[src/rtl/rov_pkg.sv]
// rov_pkg: shared sample type and bank state encoding for the reverse-order stream buffer.
package rov_pkg;
  localparam int SAMPLE_BITS = 8;
  typedef logic [SAMPLE_BITS-1:0] sample_t;
  typedef enum logic [1:0] {EMPTY, FILLING, FULL, DRAINING} bank_state_e;
endpackage

[src/rtl/pingpong_bank_ctrl.sv]
// pingpong_bank_ctrl: bank states, write/read pointers, handshakes and frame check for two ping-pong banks.
module pingpong_bank_ctrl
  import rov_pkg::*;
#(
  parameter int N  = 10,
  parameter int IW = $clog2(N)
) (
  input  logic          clk,
  input  logic          rst_n,
  input  logic          in_valid,
  input  logic          in_last,
  input  logic          out_ready,
  output logic          in_ready,
  output logic          wr_en,
  output logic          wr_bank,
  output logic [IW-1:0] wr_idx,
  output logic          load,
  output logic          rd_bank,
  output logic [IW-1:0] rd_idx,
  output logic          out_valid,
  output logic          out_last,
  output logic          frame_err
);
  localparam logic [IW-1:0] LAST = IW'(N - 1);
  bank_state_e st [2];
  logic wr_done, rd_done, avail, slot_free;
  // a bank is released once its index 0 sits in the output register, so the next frame can start writing
  assign in_ready  = st[wr_bank] == EMPTY || st[wr_bank] == FILLING;
  assign wr_en     = in_valid && in_ready;
  assign wr_done   = wr_idx == LAST;
  assign rd_done   = rd_idx == '0;
  assign avail     = st[rd_bank] == FULL || st[rd_bank] == DRAINING;
  assign slot_free = !out_valid || out_ready;
  assign load      = avail && slot_free;
  always_ff @(posedge clk)
    if (!rst_n) begin
      st        <= '{EMPTY, EMPTY};
      wr_bank   <= 1'b0;
      rd_bank   <= 1'b0;
      wr_idx    <= '0;
      rd_idx    <= LAST;
      out_valid <= 1'b0;
      out_last  <= 1'b0;
      frame_err <= 1'b0;
    end else begin
      if (wr_en) begin
        st[wr_bank] <= wr_done ? FULL : FILLING;
        wr_idx      <= wr_done ? '0 : wr_idx + 1'b1;
        wr_bank     <= wr_bank ^ wr_done;
        frame_err   <= frame_err | (in_last != wr_done);
      end
      if (load) begin
        st[rd_bank] <= rd_done ? EMPTY : DRAINING;
        rd_idx      <= rd_done ? LAST : rd_idx - 1'b1;
        rd_bank     <= rd_bank ^ rd_done;
      end
      if (slot_free) begin
        out_valid <= avail;
        out_last  <= avail && rd_done;
      end
    end
endmodule

[src/rtl/reverse_order_stream_vector.sv]
// reverse_order_stream_vector: V-lane frame reverser with ping-pong storage and a registered output stage.
module reverse_order_stream_vector
  import rov_pkg::*;
#(
  parameter int BITS = SAMPLE_BITS,
  parameter int N    = 10,
  parameter int V    = 2
) (
  input  logic            clk,
  input  logic            rst_n,
  input  logic            in_valid,
  output logic            in_ready,
  input  logic            in_last,
  input  logic [BITS-1:0] data_in [V],
  output logic            out_valid,
  input  logic            out_ready,
  output logic            out_last,
  output logic [BITS-1:0] data_out [V],
  output logic            frame_err
);
  localparam int IW = $clog2(N);
  logic          wr_en, wr_bank, load, rd_bank;
  logic [IW-1:0] wr_idx, rd_idx;
  pingpong_bank_ctrl #(.N(N), .IW(IW)) u_ctrl (
    .clk(clk), .rst_n(rst_n), .in_valid(in_valid), .in_last(in_last), .out_ready(out_ready),
    .in_ready(in_ready), .wr_en(wr_en), .wr_bank(wr_bank), .wr_idx(wr_idx), .load(load),
    .rd_bank(rd_bank), .rd_idx(rd_idx), .out_valid(out_valid), .out_last(out_last),
    .frame_err(frame_err)
  );
  for (genvar g = 0; g < V; g++) begin : g_lane
    logic [BITS-1:0] mem [2][N];
    always_ff @(posedge clk)
      if (wr_en) mem[wr_bank][wr_idx] <= data_in[g];
    always_ff @(posedge clk)
      if (!rst_n) data_out[g] <= '0;
      else if (load) data_out[g] <= mem[rd_bank][rd_idx];
  end
endmodule

[config.mk]
export PLATFORM = sky130hd
export DESIGN_NAME = reverse_order_stream_vector
export DESIGN_NICKNAME = d
export VERILOG_FILES = /design/src/rtl/rov_pkg.sv /design/src/rtl/pingpong_bank_ctrl.sv /design/src/rtl/reverse_order_stream_vector.sv
export SDC_FILE = /design/constraint.sdc
export NUM_CORES = 1
export LEC_CHECK = 0
export ABC_AREA = 1
export BUFFER_PORTS_ARGS = -buffer_cell sky130_fd_sc_hd__buf_2
export CAP_MARGIN = 20
export CELL_PAD_IN_SITES_DETAIL_PLACEMENT = 1
export CELL_PAD_IN_SITES_GLOBAL_PLACEMENT = 1
export CORE_UTILIZATION = 35
export CTS_BUF_LIST = sky130_fd_sc_hd__clkbuf_8
export CTS_CLUSTER_DIAMETER = 50
export DETAILED_ROUTE_END_ITERATION = 6
export PLACE_DENSITY = 0.66
export SLEW_MARGIN = 15
export SYNTH_ARGS = -nofsm -noshare
export SYNTH_HDL_FRONTEND = slang
export SYNTH_SLANG_ARGS = --single-unit
[constraint.sdc]
create_clock -name clk -period 6.7 [get_ports clk]
set_clock_uncertainty 0.05 [all_clocks]
set_input_delay 1.005 -clock clk [delete_from_list [all_inputs] [get_ports clk]]
set_output_delay 1.005 -clock clk [all_outputs]
set_load 0.01 [all_outputs]
; Yosys cells after proc, flatten, opt, wreduce, memory -nomap -nowiden
; Memories as Yosys holds them, arrays and structs flattened. A register that Yosys moved wholly into a read port is not among the register bits.
; Cells that the tools add are included.
[classes]
n_mux = 33
reduce_logical = 12
n_bitwise = 7
addsub = 2
eq_ne = 5
order_cmp = 7
[op_table]
columns = cell, count
row1 = two-way mux 80 bit, 1
row2 = binary-select mux 8 bit (select 4 bit), 2
row3 = two-way mux 8 bit, 5
row4 = demux 8 bit (select 4 bit), 1
row5 = two-way mux 2 bit, 10
row6 = two-way mux 4 bit, 5
row7 = "greater-or-equal comparator 5 bit, second input constant", 2
row8 = NOT 4 -> 5 bit, 2
row9 = bitwise mux 4 bit, 2
row10 = logical AND 1 bit, 6
row11 = "less-than comparator 5 x 1 -> 1 bit, second input constant", 1
row12 = two-way mux 1 bit, 5
row13 = "adder 4 x 1 -> 4 bit, second input constant", 1
row14 = demux 2 bit (select 1 bit), 2
row15 = "== test 2 bit, second input constant", 2
row16 = "== test 4 bit, second input constant", 1
row17 = "greater-or-equal comparator 2 bit, second input constant", 2
row18 = zero test 4 bit, 1
row19 = "less-than comparator 2 x 1 -> 1 bit, second input constant", 2
row20 = NOT 1 -> 2 bit, 2
row21 = "subtractor 4 x 1 -> 4 bit, second input constant", 1
row22 = logical OR 1 bit, 3
row23 = "== test 2 x 1 -> 1 bit, second input constant", 1
row24 = zero test 2 bit, 1
row25 = other kinds (4), 5
[totals]
mem_count = 2
ramBits = 320
output_inout_bits = 20
word_cells = 79
ff_bits = 33
[mem_list]
columns = name, depth, width, read_ports, rd_ports_with_merged_regs, write_ports, line
row1 = g_lane[0].mem, 2, 80, 1, 1, 1, reverse_order_stream_vector.sv:31  ; logic [BITS-1:0] mem [2][N];
row2 = g_lane[1].mem, 2, 80, 1, 1, 1, reverse_order_stream_vector.sv:31

; Depth between registers and ports, before layout
; Gate-level depths: netlist (run 1).
[logic_depth]
word_depth = 11
mapped_depth = 13
mapped_depth_nobuf = 10

; By module
; From an unflattened synthesis (run 1), not the netlist that was laid out.
[unflattened]
hier_cells = 1523
hier_area_um2 = 15244.6
[by_module_without_submodules]
columns = module, seq_area_each_um2, area_per_inst_um2, cells_per_inst, instances
row1 = reverse_order_stream_vector, 9929.5, 14485.1, 1408, 1
row2 = pingpong_bank_ctrl, 300.3, 759.5, 115, 1

; Worst setup path after synthesis (run 1)
; No wires, ideal clock.
[synth_path]
kind = input to register
from = input in_valid
to = memory g_lane[0].mem[0][10] (netlist name) (enable)
path_buffers = 1
path_slack_ps = 3379
required_ps = 6220
arrival_time_ps = 2841
setup_time_ps = 430
stages = 3
cell_sequence = nand2_1 > clkbuf_1 > nor4_1
[synth_via]
elab_chain_cells = 3
[synth_lines]
columns = element, line
row1 = "start, declared", reverse_order_stream_vector.sv:11  ; input logic in_valid,
row2 = logical AND 1 bit, pingpong_bank_ctrl.sv:29  ; assign wr_en = in_valid && in_ready;
row3 = two-way mux 1 bit, reverse_order_stream_vector.sv:33  ; if (wr_en) mem[wr_bank][wr_idx] <= data_in[g];
row4 = two-way mux 80 bit (implied by the code), reverse_order_stream_vector.sv:33
row5 = "end, declared", reverse_order_stream_vector.sv:31
; No other way between the ends.

; Worst setup path after layout (run 1)
[layout_path]
from = register u_ctrl.wr_bank
to = memory g_lane[1].mem[1][23] (netlist name) (enable)
[layout_via]
elab_chain_cells = 9
[layout_lines]
columns = element, line
row1 = "start, declared", pingpong_bank_ctrl.sv:15  ; output logic wr_bank,
row2 = "start signal, assigned", pingpong_bank_ctrl.sv:49  ; wr_bank <= wr_bank ^ wr_done;
row3 = NOT 1 -> 2 bit (implied by the code), pingpong_bank_ctrl.sv:28  ; assign in_ready = st[wr_bank] == EMPTY || st[wr_bank] == FILLING;
row4 = two-way mux 2 bit (implied by the code) (3 in a row), pingpong_bank_ctrl.sv:28
row5 = == test 2 x 1 -> 1 bit or zero test 2 bit (tied branches), pingpong_bank_ctrl.sv:28
row6 = logical OR 1 bit, pingpong_bank_ctrl.sv:28
row7 = logical AND 1 bit, pingpong_bank_ctrl.sv:29
row8 = two-way mux 1 bit, reverse_order_stream_vector.sv:33
row9 = two-way mux 80 bit (implied by the code), reverse_order_stream_vector.sv:33
row10 = "end, declared", reverse_order_stream_vector.sv:31
; Several ways; a longest one is shown, not always the timed one. The select of a mux whose other input is x is not followed.

==> results of run 1 <==
## worst max-delay path, cell delays in order, from the launching register on
cell	delay, ps
dfxtp_1	690
inv_1	410
o21ai_1	290
nand2_1	280
inv_1	210
nand3_1	390
nor3_2	730
buf_6	240
## sequential cells by signal, indices dropped and copies added (netlist names), named ones only
signal / count
g_lane.mem: 320
u_ctrl.frame_err: 1
u_ctrl.out_last: 1
u_ctrl.wr_idx: 4
u_ctrl.wr_bank: 1
u_ctrl.out_valid: 1
u_ctrl.rd_bank: 1
data_out: 16
u_ctrl.st: 2
u_ctrl.rd_idx: 4
## final timing paths
check,from,end,slack [ps]
worst max-delay path,u_ctrl.wr_bank$_SDFFE_PN0N_,g_lane[1].mem[1][23]$_DFFE_PP_,3110
worst min register to register,u_ctrl.frame_err$_SDFFE_PN0N_,u_ctrl.frame_err$_SDFFE_PN0N_,400
worst min-delay path,u_ctrl.frame_err$_SDFFE_PN0N_,u_ctrl.frame_err$_SDFFE_PN0N_,400
worst max register to register,u_ctrl.wr_bank$_SDFFE_PN0N_,g_lane[1].mem[1][23]$_DFFE_PP_,3110
## cell usage in the layout (no fill, tap or decap), drive strengths merged, types with 16 or more instances in the layout
cell type and instances:
a21oi 35, buf 65, o22ai 16, nor2 47, nor3 18, dfxtp 32
clkbuf 71, clkinv 16, nand2 428, edfxtp 320, inv 291, nand3 163
o21ai 61
## per-layer routing
layer	vias up	track usage, %	part of all wire [%]
met2	219	34.32	50
met5	-	0	0
li1	4886	-	-
met3	79	3.082	4.1
met1	5250	24.95	43
met4	0	7.480	2.9
## power groups by stage
stage	Combinational, mW	Clock, mW	Sequential (mW)
2_1_floorplan	0.0339	0	2.46
3_3_place_gp	0.102	0	2.46
3_5_place_dp	0.106	0	2.46
4_1_cts	0.107	1.97	2.42
5_1_grt	0.114	2.04	2.42
6_report	0.104	1.92	2.42
## area by class of cell
type / count / share of cell area (%)
inverter: 269 / 5.956
antenna: 1 / 0.01472
clock buffer: 71 / 5.749
sequential: 352 / 60.35
tap: 539 / 3.968
clock inverter: 40 / 1.229
timing repair buffer: 65 / 2.326
multi-input combinational: 776 / 20.41
## logic make-up (layout without fill, tap and decap cells)
kind of cell	count (synthesis)	in the layout	share of synthesized area, %
and+or+nand+nor	661	661	18.37
DFF	352	352	68.15
buffers and inverters	338	445	9.443
AOI/OAI and AO/OA	115	115	4.035
other	0	1	0
## through the flow
stage                     utilization, %  hold WS [ps]  setup WS [ps]
after global routing               40.33         443.4           2799
after global placement             37.45         383.3           3141
final                              40.34         401.5           3114
after CTS                          40.33         404.7           3083
after detailed placement           37.52         394.5           3118
after floorplan                        -         416.8           3379
==> impl_metrics.toml, run 1 <==
[grt]
grt_pass1_vias = 10850
antenna_found_initial = 0
grt_pass1_wl_mm = 64.47
gr-total-overflow = 0
track_usage_pct = 19.81
grt_max_degree = 85

[synthesis]
synth_edf_count = 320
netlist_instances = 1466
synth.top_cells.by_count = "nand2_1 (428), edfxtp_1 (320), inv_1 (261)"
synthTopCellsByArea = "edfxtp_1 (64%), nand2_1 (11%), inv_1 (6.5%)"
synth_top_area_cell = "edfxtp_1"
synth_flop_cell = "edfxtp_1"
avgSynthCellArea_um2 = 10.26
yosys_warnings = 0
ys_types = 30
synth.most_common_cell = "nand2_1"
synth_top_area_share_pct = 63.89
async_flop_share_pct = 0
synth.net_count = 1487
netlist_area_um2 = 15040
ys_seq_area_share_pct = 68.15
ys_ff_latch = 352

[critical_path]
r2r_cells = 7
critPathRequiredTime_ps = 6990
critPathMaxFanout = 12
crit_path_end_kind = "flip-flop"
worst_ep_arrival_time_ps = 3880
cp-start-kind = "flip-flop"
worstSetupPathType = "flip-flop to flip-flop"

[floorplanning]
die_y_um = 209.3
core_um2 = 42130
start_util_pct = 35.69
die_area_um2 = 43800
die_w_um = 209.3
rows = 75
io_pins = 41

[timing]
slew_headroom_pct = 28.61
worst_slew_pin_slew_ps = 1071
max_freq_mhz = 278.8
finalCriticalPeriod_ps = 3586
fin_crit_sh_pct = 53.53
grt_setup_unrepaired = "no"
setup_viol = 0
hold_viol_final = 0
setup_tns_ps = 0
slew_violations = 0

[final_layout]
fin_cells = 2113
fin_nets = 1545
regArea_um2 = 10260
area_growth_pct = 13.01
final_cell_area_um2 = 17000
drive_gt1_share_pct = 11.00
nFillCells = 4707
multi_input_area_um2 = 3468

[pwr]
p_leak_nw = 7.211
p_int_mw = 3.462
max-vdd-ir-drop_uv = 150.5
p_per_area_nw_per_um2 = 261.4
p_sw_mw = 0.9821
p_comb_share_pct = 2.3
netSwitchingFraction_pct = 22.10
pwr-share-clk_pct = 43.3
p_total_mw = 4.444
seqPwrFrac_pct = 54.4

[cts]
clockRootBuffer = "clkbuf_8"
cts.sinks = 352
cts_resized = 0
clock_path_buffers = 3
cts_hold_buffers = 0
htree_levels = 2
insertion_delay_ps = 650
cts_setup_buffers = 0
path_clk_slew_ps = 60
cts_made_buffers = 60
cts_tree = "done"

[placed_design]
dpl-instance-area_um2 = 15810
port_buffers = 40
placed_cells = 2001
dp_hpwl_mm = 25.60
place_congestion = 0.8193

[drt]
routed_wl_mm = 42.69
drcViolationCount = 0
antenna_left = 0
vias = 10430
routed_via_density = 4.938
drt_iter0_drc = 655
wl_per_cell_um = 20.20
drtPass1Iterations = 7

[run_status]
outcome = "finished, final reports clean"

[worst_hold_path]
hold_class = "flip-flop to flip-flop"
holdPathStages = 2

[flow_run]
maxCapViolCount = 0
Power figures use the tool's default switching activity.
==> inputs of run 2 (changes only) <==
Settings changed: ABC_AREA 1 to 0, PLACE_DENSITY 0.66 to 0.63.
Clock period 6.7 ns to 3.39 ns, I/O delays scaled along.
==> impl_metrics.toml, run 2 <==
[floorplanning]
die_y_um = 199.9
die_w_um = 199.9
start_util_pct = 35.46
io_pins = 41
core_um2 = 38650
die_area_um2 = 39950
rows = 72

[synthesis]
ys_seq_area_share_pct = 74.80
ys_types = 43
async_flop_share_pct = 0
synthTopCellsByArea = "edfxtp_1 (70%), mux2i_1 (9.6%), dfxtp_1 (4.7%)"
synth.top_cells.by_count = "edfxtp_1 (320), mux2i_1 (132), nor2_1 (40)"
synth.most_common_cell = "edfxtp_1"
ys_ff_latch = 352
synth_top_area_cell = "edfxtp_1"
synth_edf_count = 320
synth_flop_cell = "edfxtp_1"
netlist_instances = 812
yosys_warnings = 0
synth_top_area_share_pct = 70.12
avgSynthCellArea_um2 = 16.88
synth.net_count = 833
netlist_area_um2 = 13700

[grt]
gr-total-overflow = 0
grt_pass1_vias = 8022
grt_max_degree = 49
track_usage_pct = 18.28
antenna_found_initial = 0
grt_pass1_wl_mm = 51.96

[placed_design]
pre_cts_ws_ps = 1108
place_congestion = 0.7620
port_buffers = 40
dp_hpwl_mm = 20.57
dpl-instance-area_um2 = 14700
placed_cells = 1361

[pwr]
p_total_mw = 8.333
p_per_area_nw_per_um2 = 528.0
p_leak_nw = 4.924
max-vdd-ir-drop_uv = 335.2

[cts]
clock_path_buffers = 3
cts_made_buffers = 57
path_clk_slew_ps = 60
insertion_delay_ps = 570
cts_setup_buffers = 0
cts.sinks = 352
cts_resized = 0
cts_hold_buffers = 0
htree_levels = 2
clockRootBuffer = "clkbuf_8"
cts_tree = "done"

[final_layout]
fin_cells = 1466
drive_gt1_share_pct = 21.41
nFillCells = 3835
multi_input_area_um2 = 3249
final_common_cell = "edfxtp_1"
regArea_um2 = 10250
area_growth_pct = 15.18
layout_common_cells = "edfxtp_1 (320), mux2i_1 (132), clkbuf_8 (66), buf_2 (40), buf_4 (40)"
final_cell_area_um2 = 15780
top_register = "g_lane.mem"
largest_reg_flops = 320
num_antenna_cells = 0
largestRegisters = "g_lane.mem (320), data_out (16)"
fin_nets = 923

[critical_path]
crit_path_end_kind = "flip-flop"
cpPeakStageDelay_ps = 820
cp-start-kind = "flip-flop"
worst-path-stages = 5
critPathRequiredTime_ps = 3790
cp.buffers_inverters = 1
reg2reg_setup_slack_ps = 1090
reg2reg_to = "data_out[9]$_SDFFE_PN0P_"
slowest_stage = "nor2b_4"
r2r-start = "u_ctrl.rd_idx[0]$_SDFFE_PN1P_"
crit_path_cell_trace = "buf_4 -> nor2b_4 -> a22oi_1 -> nand3_1 -> a31oi_1"
r2r_cells = 5
crit_start = "u_ctrl.rd_idx[0]$_SDFFE_PN1P_"
path_delay_family = "simple AND/OR/NAND/NOR gates"
crit_end = "data_out[9]$_SDFFE_PN0P_"
worstSetupPathType = "flip-flop to flip-flop"
worst_ep_arrival_time_ps = 2700
critPathMaxFanout = 25

[timing]
grt_setup_unrepaired = "no"
slew_headroom_pct = 33.70
slew_violations = 0
worst_slew_pin_slew_ps = 992.4
hold_viol_final = 0
fin_ws_ps = 1091
fin_crit_sh_pct = 67.81
finalCriticalPeriod_ps = 2299
setup_viol = 0
max_freq_mhz = 435.0

[run_status]
outcome = "finished, final reports clean"

[drt]
wl_per_cell_um = 24.36
routed_via_density = 5.191
drtPass1Iterations = 4
routed_wl_mm = 35.71
antenna_left = 0
drt_iter0_drc = 507
drcViolationCount = 0
vias = 7610

[flow_run]
maxCapViolCount = 0

[worst_hold_path]
hold_class = "input port to flip-flop"
run 2: changes by cell type after synthesis, sizes merged, moves of 18 or more:
cell,previous run,this run
nand3,163,26
buf,50,22
nand2,428,29
a22oi,0,32
a21oi,35,17
o21ai,61,17
mux2i,0,132
inv,268,3
run 2: worst min path at each step:
stage | slack [ps] | endpoint | depth (start not counted) | startpoint
after global placement | 410 | u_ctrl.frame_err$_SDFFE_PN0N_ | 1 | u_ctrl.frame_err$_SDFFE_PN0N_
after global routing | 270 | g_lane[0].mem[1][29]$_DFFE_PP_ | 1 | data_in[13]
after CTS | 250 | u_ctrl.out_last$_SDFFE_PN0P_ | 4 | out_ready
after floorplan | 440 | u_ctrl.out_last$_SDFFE_PN0P_ | 2 | u_ctrl.out_last$_SDFFE_PN0P_
after detailed placement | 410 | u_ctrl.frame_err$_SDFFE_PN0N_ | 1 | u_ctrl.frame_err$_SDFFE_PN0N_
final | 270 | u_ctrl.frame_err$_SDFFE_PN0N_ | 4 | in_last
run 2: worst reg2reg max path: cells and delay by family, from the launching register on:
kind / cells / cell delay, ps
AO/OA/AOI/OAI: 2 / 320
flip-flops: 1 / 450
AND/OR/NAND/NOR: 2 / 1020
buffers and inverters: 1 / 330
run 2: cell families after synthesis:
| kind of cell | synth area share [%] |
|---|---|
| flip-flops | 74.80 |
| multiplexers | 12.27 |
| AND/OR/NAND/NOR | 4.903 |
| AO/OA/AOI/OAI | 5.634 |
| buffers and inverters | 2.073 |
| XOR/XNOR | 0.3196 |
run 2: metal layers:
layer	global-route usage, %	up-vias	part of all wire [%]
li1	-	3377	-
met1	24.41	4005	44
met2	30.90	180	49
met3	2.671	48	3.9
met4	5.400	0	2.4
met5	0	-	0
run 2: cell type report:
| cell class | instances | share of cell area (%) |
|---|---|---|
| Clock inverter | 39 | 1.086 |
| Sequential cell | 352 | 64.97 |
| Inverter | 3 | 0.07135 |
| Clock buffer | 66 | 5.756 |
| Timing Repair Buffer | 82 | 3.425 |
| Multi-Input combinational cell | 406 | 20.59 |
| Tap cell | 518 | 4.107 |
run 2: where the power goes:
part,internal [mW],switching (mW),total [mW]
combinational,0.0336,0.120,0.154
sequential,4.77,0.0127,4.78
clock,1.77,1.62,3.40
run 2: stage by stage:
| stage | hold WS [ps] | utilization [%] | TNS, ps |
|---|---|---|---|
| after CTS | 247.6 | 40.84 | 0 |
| after global placement | 410.4 | 38.04 | 0 |
| after floorplan | 437.6 | - | -1583 |
| final | 272.9 | 40.84 | 0 |
| after detailed placement | 411.4 | 38.04 | 0 |
| after global routing | 274.4 | 40.84 | 0 |
==> inputs of run 3 (changes only) <==
Settings changed: ABC_AREA 0 to 1, PLACE_DENSITY 0.63 to 0.66.
Clock period 3.39 ns to 2.35 ns, I/O delays scaled along.
==> impl_metrics.toml, run 3 (same netlist as run 1, synthesis figures left out) <==
[pwr]
p_per_area_nw_per_um2 = 707.6
pwr-share-clk_pct = 41.0
p_total_mw = 12.29
netSwitchingFraction_pct = 22.44
p_leak_nw = 7.388
p_sw_mw = 2.759
max-vdd-ir-drop_uv = 345.6
p_comb_share_pct = 2.9
seqPwrFrac_pct = 56.1
p_int_mw = 9.535

[cts]
cts.sinks = 352
clockRootBuffer = "clkbuf_8"
cts_tree = "done"
insertion_delay_ps = 630
htree_levels = 2
clock_path_buffers = 3
cts_made_buffers = 59
path_clk_slew_ps = 60

[timing]
max_freq_mhz = 523.9
setup_tns_ps = 0
fin_crit_sh_pct = 81.23
grt_setup_unrepaired = "no"
worst_slew_pin_slew_ps = 726.1
slew_headroom_pct = 51.59
hold_viol_final = 0
setup_viol = 0
slew_violations = 0
finalCriticalPeriod_ps = 1909

[critical_path]
critPathRequiredTime_ps = 2630
cpMostUsedCell = "inv_1"
cpPeakStageDelay_ps = 330
worstSetupPathType = "flip-flop to flip-flop"
worst_ep_arrival_time_ps = 2180
crit_path_cell_trace = "nor2_1 -> inv_1 -> o21ai_1 -> nand2_1 -> inv_1 -> nand3_1 -> buf_4 -> nor3_2 -> buf_12"
critPathMaxFanout = 16
cp-start-kind = "flip-flop"
crit_path_end_kind = "flip-flop"
slowest_stage = "dfxtp_1"

[final_layout]
nFillCells = 4672
layout_common_cells = "nand2_1 (428), edfxtp_1 (320), inv_1 (285), nand3_1 (163), clkbuf_8 (60)"
drive_gt1_share_pct = 12.05
largestRegisters = "g_lane.mem (320), data_out (16)"
final_cell_area_um2 = 17370
final_core_util_pct = 41.24
area_growth_pct = 15.52
fin_nets = 1568
top_register = "g_lane.mem"
largest_reg_flops = 320
final_common_cell = "nand2_1"
fin_cells = 2135

[drt]
routed_wl_mm = 44.73
wl_per_cell_um = 20.95
drt_iter0_drc = 686
vias = 10390
antenna_left = 0
drtPass1Iterations = 5
routed_via_density = 4.867
drcViolationCount = 0

[flow_run]
maxCapViolCount = 0

[floorplanning]
die_y_um = 209.3
io_pins = 41
rows = 75
start_util_pct = 35.69
core_um2 = 42130
die_w_um = 209.3
die_area_um2 = 43800

[grt]
gr-total-overflow = 0
antenna_found_initial = 3
track_usage_pct = 20.70
grt_max_degree = 72
grt_pass1_wl_mm = 66.41
grt_pass1_vias = 10870

[placed_design]
placed_cells = 2023
place_congestion = 0.8198
port_buffers = 40
dp_hpwl_mm = 28.29
dpl-instance-area_um2 = 16270

[run_status]
outcome = "finished, final reports clean"

[worst_hold_path]
hold_class = "input port to flip-flop"
run 3: cell type report:
class / count / area, um^2 / area share, %
well taps: 539 / 674.4 / 3.882
multi-input cells: 776 / 3500 / 20.14
repair buffers: 89 / 848.3 / 4.883
diodes: 2 / 5.005 / 0.02881
flip-flops and latches: 352 / 10260 / 59.04
clock inverters: 48 / 251.5 / 1.447
clock buffers: 60 / 825.8 / 4.753
inverters: 269 / 1012 / 5.826
run 3: power by group through the flow:
stage               combinational, mW  clock [mW]  sequential, mW
floorplan                       0.101           0            7.02
CTS                             0.366        5.19            6.89
global route                    0.385        5.39            6.89
global placement                0.353           0            7.02
detailed placement              0.362           0            7.02
finish                          0.361        5.04            6.89
run 3: path summary, 6_finish.rpt:
path,from,to,slack (ps),cells after the start
hold reg to reg,u_ctrl.out_last$_SDFFE_PN0P_,u_ctrl.out_last$_SDFFE_PN0P_,420,2
setup reg to reg,u_ctrl.wr_bank$_SDFFE_PN0N_,g_lane[1].mem[1][45]$_DFFE_PP_,440,9
hold / removal,in_last,u_ctrl.frame_err$_SDFFE_PN0N_,90,4
setup / recovery,u_ctrl.wr_bank$_SDFFE_PN0N_,g_lane[1].mem[1][45]$_DFFE_PP_,440,9
run 3: layer usage:
metal / wire, um / global-route usage, % / vias up
li1: - / - / 4929
met5: 0 / 0 / -
met4: 1160 / 6.719 / 0
met3: 1966 / 3.127 / 71
met2: 21990 / 35.61 / 221
met1: 19610 / 26.76 / 5170
run 3: repair_timing:
item | in CTS | in global routing
hold buffers | 2 | 0
endpoints found under the setup margin | 0 | 0
gates resized for setup | 0 | 0
buffers inserted | 0 | 0
endpoints found under the hold margin | 2 | 0
run 3: metrics by stage:
step / worst slack (ps) / hold slack [ps]
3_5_place_dp: 486.9 / 404.7
6_report: 441.1 / 85.49
2_1_floorplan: -629.7 / 401.4
5_1_grt: 335.0 / 78.85
4_1_cts: 461.2 / 54.63
3_3_place_gp: 492.4 / 402.7
run 3: critical path, delay by kind of cell (launching register included):
family / cells / cell delay, ps
AND/OR/NAND/NOR: 4 / 550
buffers and inverters: 4 / 590
flip-flops: 1 / 330
AO/OA/AOI/OAI: 1 / 90
